**config.mk**
```make
export PLATFORM = sky130hd
export DESIGN_NAME = pe_driver
export DESIGN_NICKNAME = d
export VERILOG_FILES = /design/src/rtl/pe_driver.sv
export SDC_FILE = /design/constraint.sdc
export NUM_CORES = 1
export LEC_CHECK = 0
export CORE_AREA = 2 2 187 189
export DETAILED_ROUTE_END_ITERATION = 8
export DIE_AREA = 0 0 189 191
export HOLD_SLACK_MARGIN = 0.15
export PLACE_DENSITY = 0.7
export SLEW_MARGIN = 25
export SYNTH_ARGS = -nofsm -noshare
export SYNTH_HDL_FRONTEND = slang
export SYNTH_SLANG_ARGS = --single-unit
```
**constraint.sdc**
```tcl
create_clock -name clk -period 5.9 [get_ports clk]
set_input_delay 1.18 -clock clk [delete_from_list [all_inputs] [get_ports clk]]
set_output_delay 1.18 -clock clk [all_outputs]
set_load 0.01 [all_outputs]
```
**src/rtl/pe_driver.sv**
```systemverilog
// Initiator-side sequencer for one matrix-multiplier PE: takes a row/column job,
// loads the row, pulses start, streams the column, and returns the PE total.
module pe_driver #(
  parameter int P           = 8,
  parameter int DATA_WIDTH  = 16,
  parameter int ACCUM_WIDTH = 2*DATA_WIDTH,
  parameter int TIMEOUT     = 64
) (
  input  logic                            clk,
  input  logic                            rst_n,
  input  logic                            job_valid,
  output logic                            job_ready,
  input  logic [P-1:0][DATA_WIDTH-1:0]    job_row,
  input  logic [P-1:0][DATA_WIDTH-1:0]    job_col,
  output logic                            res_valid,
  input  logic                            res_ready,
  output logic [ACCUM_WIDTH-1:0]          res_total,
  output logic                            res_err,
  output logic                            res_timeout,
  output logic                            pe_load_row,
  output logic                            pe_start,
  output logic [P-1:0][DATA_WIDTH-1:0]    pe_row,
  output logic [DATA_WIDTH-1:0]           pe_col_entry,
  input  logic                            pe_done,
  input  logic                            pe_err,
  input  logic [ACCUM_WIDTH-1:0]          pe_total
);

  localparam int KW = (P > 1) ? $clog2(P) : 1;
  localparam int TW = $clog2(TIMEOUT + 1);
  localparam logic [KW-1:0] K_LAST   = KW'(P - 1);
  localparam logic [TW-1:0] TMO_LAST = TW'(TIMEOUT - 1);

  typedef enum logic [2:0] {
    S_IDLE   = 3'd0,
    S_LOAD   = 3'd1,
    S_START  = 3'd2,
    S_STREAM = 3'd3,
    S_WAIT   = 3'd4,
    S_RESP   = 3'd5
  } state_t;

  state_t                         state_r;
  logic [P-1:0][DATA_WIDTH-1:0]   row_r;
  logic [P-1:0][DATA_WIDTH-1:0]   col_r;
  logic [KW-1:0]                  k_r;
  logic [TW-1:0]                  tmo_r;
  logic                           job_ready_r;
  logic                           res_valid_r;
  logic [ACCUM_WIDTH-1:0]         res_total_r;
  logic                           res_err_r;
  logic                           res_timeout_r;
  logic                           pe_load_row_r;
  logic                           pe_start_r;

  // Sequencer FSM; strobes are set on the transition into the state they belong to,
  // so every output is a flop and a strobe cannot glitch out of reset.
  always_ff @(posedge clk or negedge rst_n) begin
    if (!rst_n) begin
      state_r       <= S_IDLE;
      row_r         <= '0;
      col_r         <= '0;
      k_r           <= '0;
      tmo_r         <= '0;
      job_ready_r   <= 1'b0;
      res_valid_r   <= 1'b0;
      res_total_r   <= '0;
      res_err_r     <= 1'b0;
      res_timeout_r <= 1'b0;
      pe_load_row_r <= 1'b0;
      pe_start_r    <= 1'b0;
    end else begin
      pe_load_row_r <= 1'b0;
      pe_start_r    <= 1'b0;
      case (state_r)
        S_IDLE: begin
          job_ready_r <= 1'b1;
          if (job_valid && job_ready_r) begin
            row_r         <= job_row;
            col_r         <= job_col;
            k_r           <= '0;
            job_ready_r   <= 1'b0;
            pe_load_row_r <= 1'b1;
            state_r       <= S_LOAD;
          end
        end
        S_LOAD: begin
          pe_start_r <= 1'b1;
          state_r    <= S_START;
        end
        S_START: begin
          k_r     <= '0;
          state_r <= S_STREAM;
        end
        S_STREAM: begin
          if (k_r == K_LAST) begin
            tmo_r   <= '0;
            state_r <= S_WAIT;
          end else begin
            k_r <= k_r + KW'(1);
          end
        end
        S_WAIT: begin
          tmo_r <= tmo_r + TW'(1);
          // done has priority over a timeout expiring in the same cycle
          if (pe_done) begin
            res_total_r   <= pe_total;
            res_err_r     <= pe_err;
            res_timeout_r <= 1'b0;
            res_valid_r   <= 1'b1;
            state_r       <= S_RESP;
          end else if (tmo_r == TMO_LAST) begin
            res_total_r   <= '0;
            res_err_r     <= 1'b0;
            res_timeout_r <= 1'b1;
            res_valid_r   <= 1'b1;
            state_r       <= S_RESP;
          end
        end
        S_RESP: begin
          if (res_ready) begin
            res_valid_r <= 1'b0;
            job_ready_r <= 1'b1;
            state_r     <= S_IDLE;
          end
        end
        default: begin
          job_ready_r <= 1'b0;
          res_valid_r <= 1'b0;
          state_r     <= S_IDLE;
        end
      endcase
    end
  end

  assign job_ready    = job_ready_r;
  assign res_valid    = res_valid_r;
  assign res_total    = res_total_r;
  assign res_err      = res_err_r;
  assign res_timeout  = res_timeout_r;
  assign pe_load_row  = pe_load_row_r;
  assign pe_start     = pe_start_r;
  assign pe_row       = row_r;
  assign pe_col_entry = col_r[k_r];

endmodule

```
==> results.md <==
* Worst skew pair latency at 0.52 ns
* Compound-cell area share of the yosys netlist at 5.365%
* Layout Cells excl Fill at 1754
* Most frequent cells in the layout: clkdlybuf4s50_1, dfrtp_1, mux2_2, clkbuf_16, a21o_1
* Startpoint types: flop
* Max clock buf depth at 3
* Final Max Tran Viols at 0
* Global route overflow at 0
* Initial Utilization at 37.46%
* Cells after synthesis at 802
* Endpoint class of the critical path: output port
* FFs w/ async S/R, synth at 100.0%
* Final worst-path cycle share at 67.15%
* Total number of vias at 8669
* PD cells at 432.6 nW/um^2
* MaxCap Viol Count at 0
* Post-synthesis simple-gate area fraction at 1.684%
* Final TNS setup at 0 ns
* Global Route Usage Sum at 21.24%
* Slew margin rel. at 35.76%
* Area Growth Syn to Fin at 50.11%
* Clock Sinks at 307
* Mux cell area share after synthesis at 30.02%
* Crit path arrival time at 2.78 ns
* Overall Power at 8.299 mW
* Port Buf Inserts at 475
* Placed cell count at 1686
* Layout cell share with drive strength beyond 1 at 28.30%
* Register area share after synthesis at 60.11%
* WHS at 0.4841 ns
* Die X at 189 um
* Sequential cell area at 7687 um^2
* Crit-path max FO at 34
* Die height at 191 um
* Post_cts resized at 0
* CTS tree: done
* Routed len/inst at 22.00 um
* Hold Crit Class: flop to flop
* Setup bufs post-CTS at 0
* Min Clock Period, post-route at 3.962 ns
* Via density at 4.942
* Filler instances at 2824
* RSZ-0062 raised after global routing: false
* Post-Synth Adder-Cell Area at 0.2937%
* Ys Warns at 0
* Worst vdd ir at 0.3228 mV
* Cell Area, Synth at 12780 um^2
* Drt drc at 0
* Cts hold-fix bufs at 0
* Reg2Reg Setup Slack at 3.50 ns
* Vias in the first global route at 9483
* Core ar. at 34120 um^2
* Main combinational cell family by area after synthesis: multiplexers
* H-tree levels at 2
* Num ports at 476
* Commonest non-fill, non-tap cell in the layout: clkdlybuf4s50_1
* Post-synthesis xor/xnor area fraction at 0%
* Fin Clk Skew at 0.01803 ns
* Leakage at 8.276 nW
* Critical Path RT at 4.72 ns
* Drt total wl at 38.58 mm
* DR pass1 iterations at 4
* Status: finished clean
* WS Path Type: flop to output port
* Count of cell types in the netlist at 43
* Total CTS buffers at 37
* Syn Nets at 1099
* Synth Register Bits at 307
* Post-DP HPWL at 28.38 mm
* NumNets Final at 1567
* Multi-input logic area at 4798 um^2
* Clk root buf: clkbuf_16
* Standard-cell row count at 68
* Clk slew on worst S/H paths at 0.06 ns
* Fmax at 252.4 MHz
* EDFF count, synth at 0
* Hold Vio Cnt, Final at 0
* Dominant synthesized flop cell: dfrtp_1
* Global-route wire length before repair at 57.63 mm
* Antenna viol nets, final at 0
* DRT iter0 DRCs at 327
* Largest net degree at the start of global routing at 138
* Antenna violations before repair at 7
* Die Area at 36100 um^2
* Final setup fails at 0
* Placer Congestion at 0.8609
* Avg Inst Size Synth at 15.94 um^2
* Worst slew pin tran at 0.9636 ns
power breakdown:
part,internal (mW),switching [mW]
combinational,1.73,0.814
clock,1.41,0.895
sequential,2.83,0.626
total,5.97,2.33
cell usage after synthesis, types with 3 or more instances:
cell / number / share of area (%)
dfrtp_1: 307 / 60
mux2_2: 258 / 23
a21o_1: 34 / 2.0
a22o_1: 33 / 2.3
mux4_2: 32 / 5.6
buf_4: 22 / 1.3
buf_2: 18 / 0.70
mux2_1: 17 / 1.5
clkbuf_1: 13 / 0.38
nand2_1: 10 / 0.29
nand3_1: 6 / 0.23
a21oi_1: 4 / 0.16
inv_1: 4 / 0.12
nor3_1: 4 / 0.16
o21ai_0: 4 / 0.16
ha_1: 3 / 0.29
critical path, stage by stage (launching register included):
cell	delay [ns]
dfrtp_4	0.86
mux4_2	0.58
mux2_2	0.27
clkdlybuf4s50_1	0.54
cell families (layout without fill, tap and decap cells):
logic type,after synthesis,count (layout)
AO/OA/AOI/OAI,88,88
adder cells (fa/ha/maj),3,3
buffers and inverters,58,553
flip-flops,307,307
multiplexers,309,309
other,0,2
AND/OR/NAND/NOR,37,37
state kept, by name (all words and copies together) (netlist names):
name / flops
k_r: 3
state_r: 3
tmo_r: 7
res_err: 1
res_total: 32
col_r: 128
pe_start: 1
res_valid: 1
job_ready: 1
pe_load_row: 1
pe_row: 128
res_timeout: 1
layer usage:
layer  wire length (um)  GRT usage, %  share of wire (%)  vias up
met5                 51             0               0.13        -
met4               1485         9.195                3.8        8
met3               3204         7.197                8.3       75
met2              19830         37.33                 51      341
met1              14020         23.38                 36     4341
li1                   -             -                  -     3904
through the flow:
stage / worst slack, ns / cell area [um^2] / utilization (%)
after floorplan: 3.111 / 12780 / -
after global placement: 2.182 / 17920 / 52.53
after detailed placement: 2.462 / 17930 / 52.55
after CTS: 1.876 / 19180 / 56.22
after global routing: 1.795 / 19190 / 56.23
final: 1.938 / 19190 / 56.23
path summary, 6_finish.rpt:
check,from,end,depth (start not counted)
max,k_r[0]$_DFFE_PN0P_,pe_col_entry[4],3
min,pe_row[91]$_DFFE_PN0P_,pe_row[91]$_DFFE_PN0P_,1
max reg2reg,k_r[1]$_DFFE_PN0P_,tmo_r[3]$_DFFE_PN0P_,5
min reg2reg,pe_row[91]$_DFFE_PN0P_,pe_row[91]$_DFFE_PN0P_,1
max in group asynchronous,rst_n,res_total[29]$_DFFE_PN0P_,2
min in group asynchronous,rst_n,col_r[123]$_DFFE_PN0P_,1
layout make-up:
cell class              count  area share, %
well taps                 455          2.967
clock buffers              54          5.843
clock inverters            12         0.6913
flip-flops and latches    307          40.07
repair buffers            483          25.32
diodes                      2        0.02609
multi-input cells         437          25.01
inverters                   4        0.07826
Note: power is estimated with default switching activity, not from simulation.
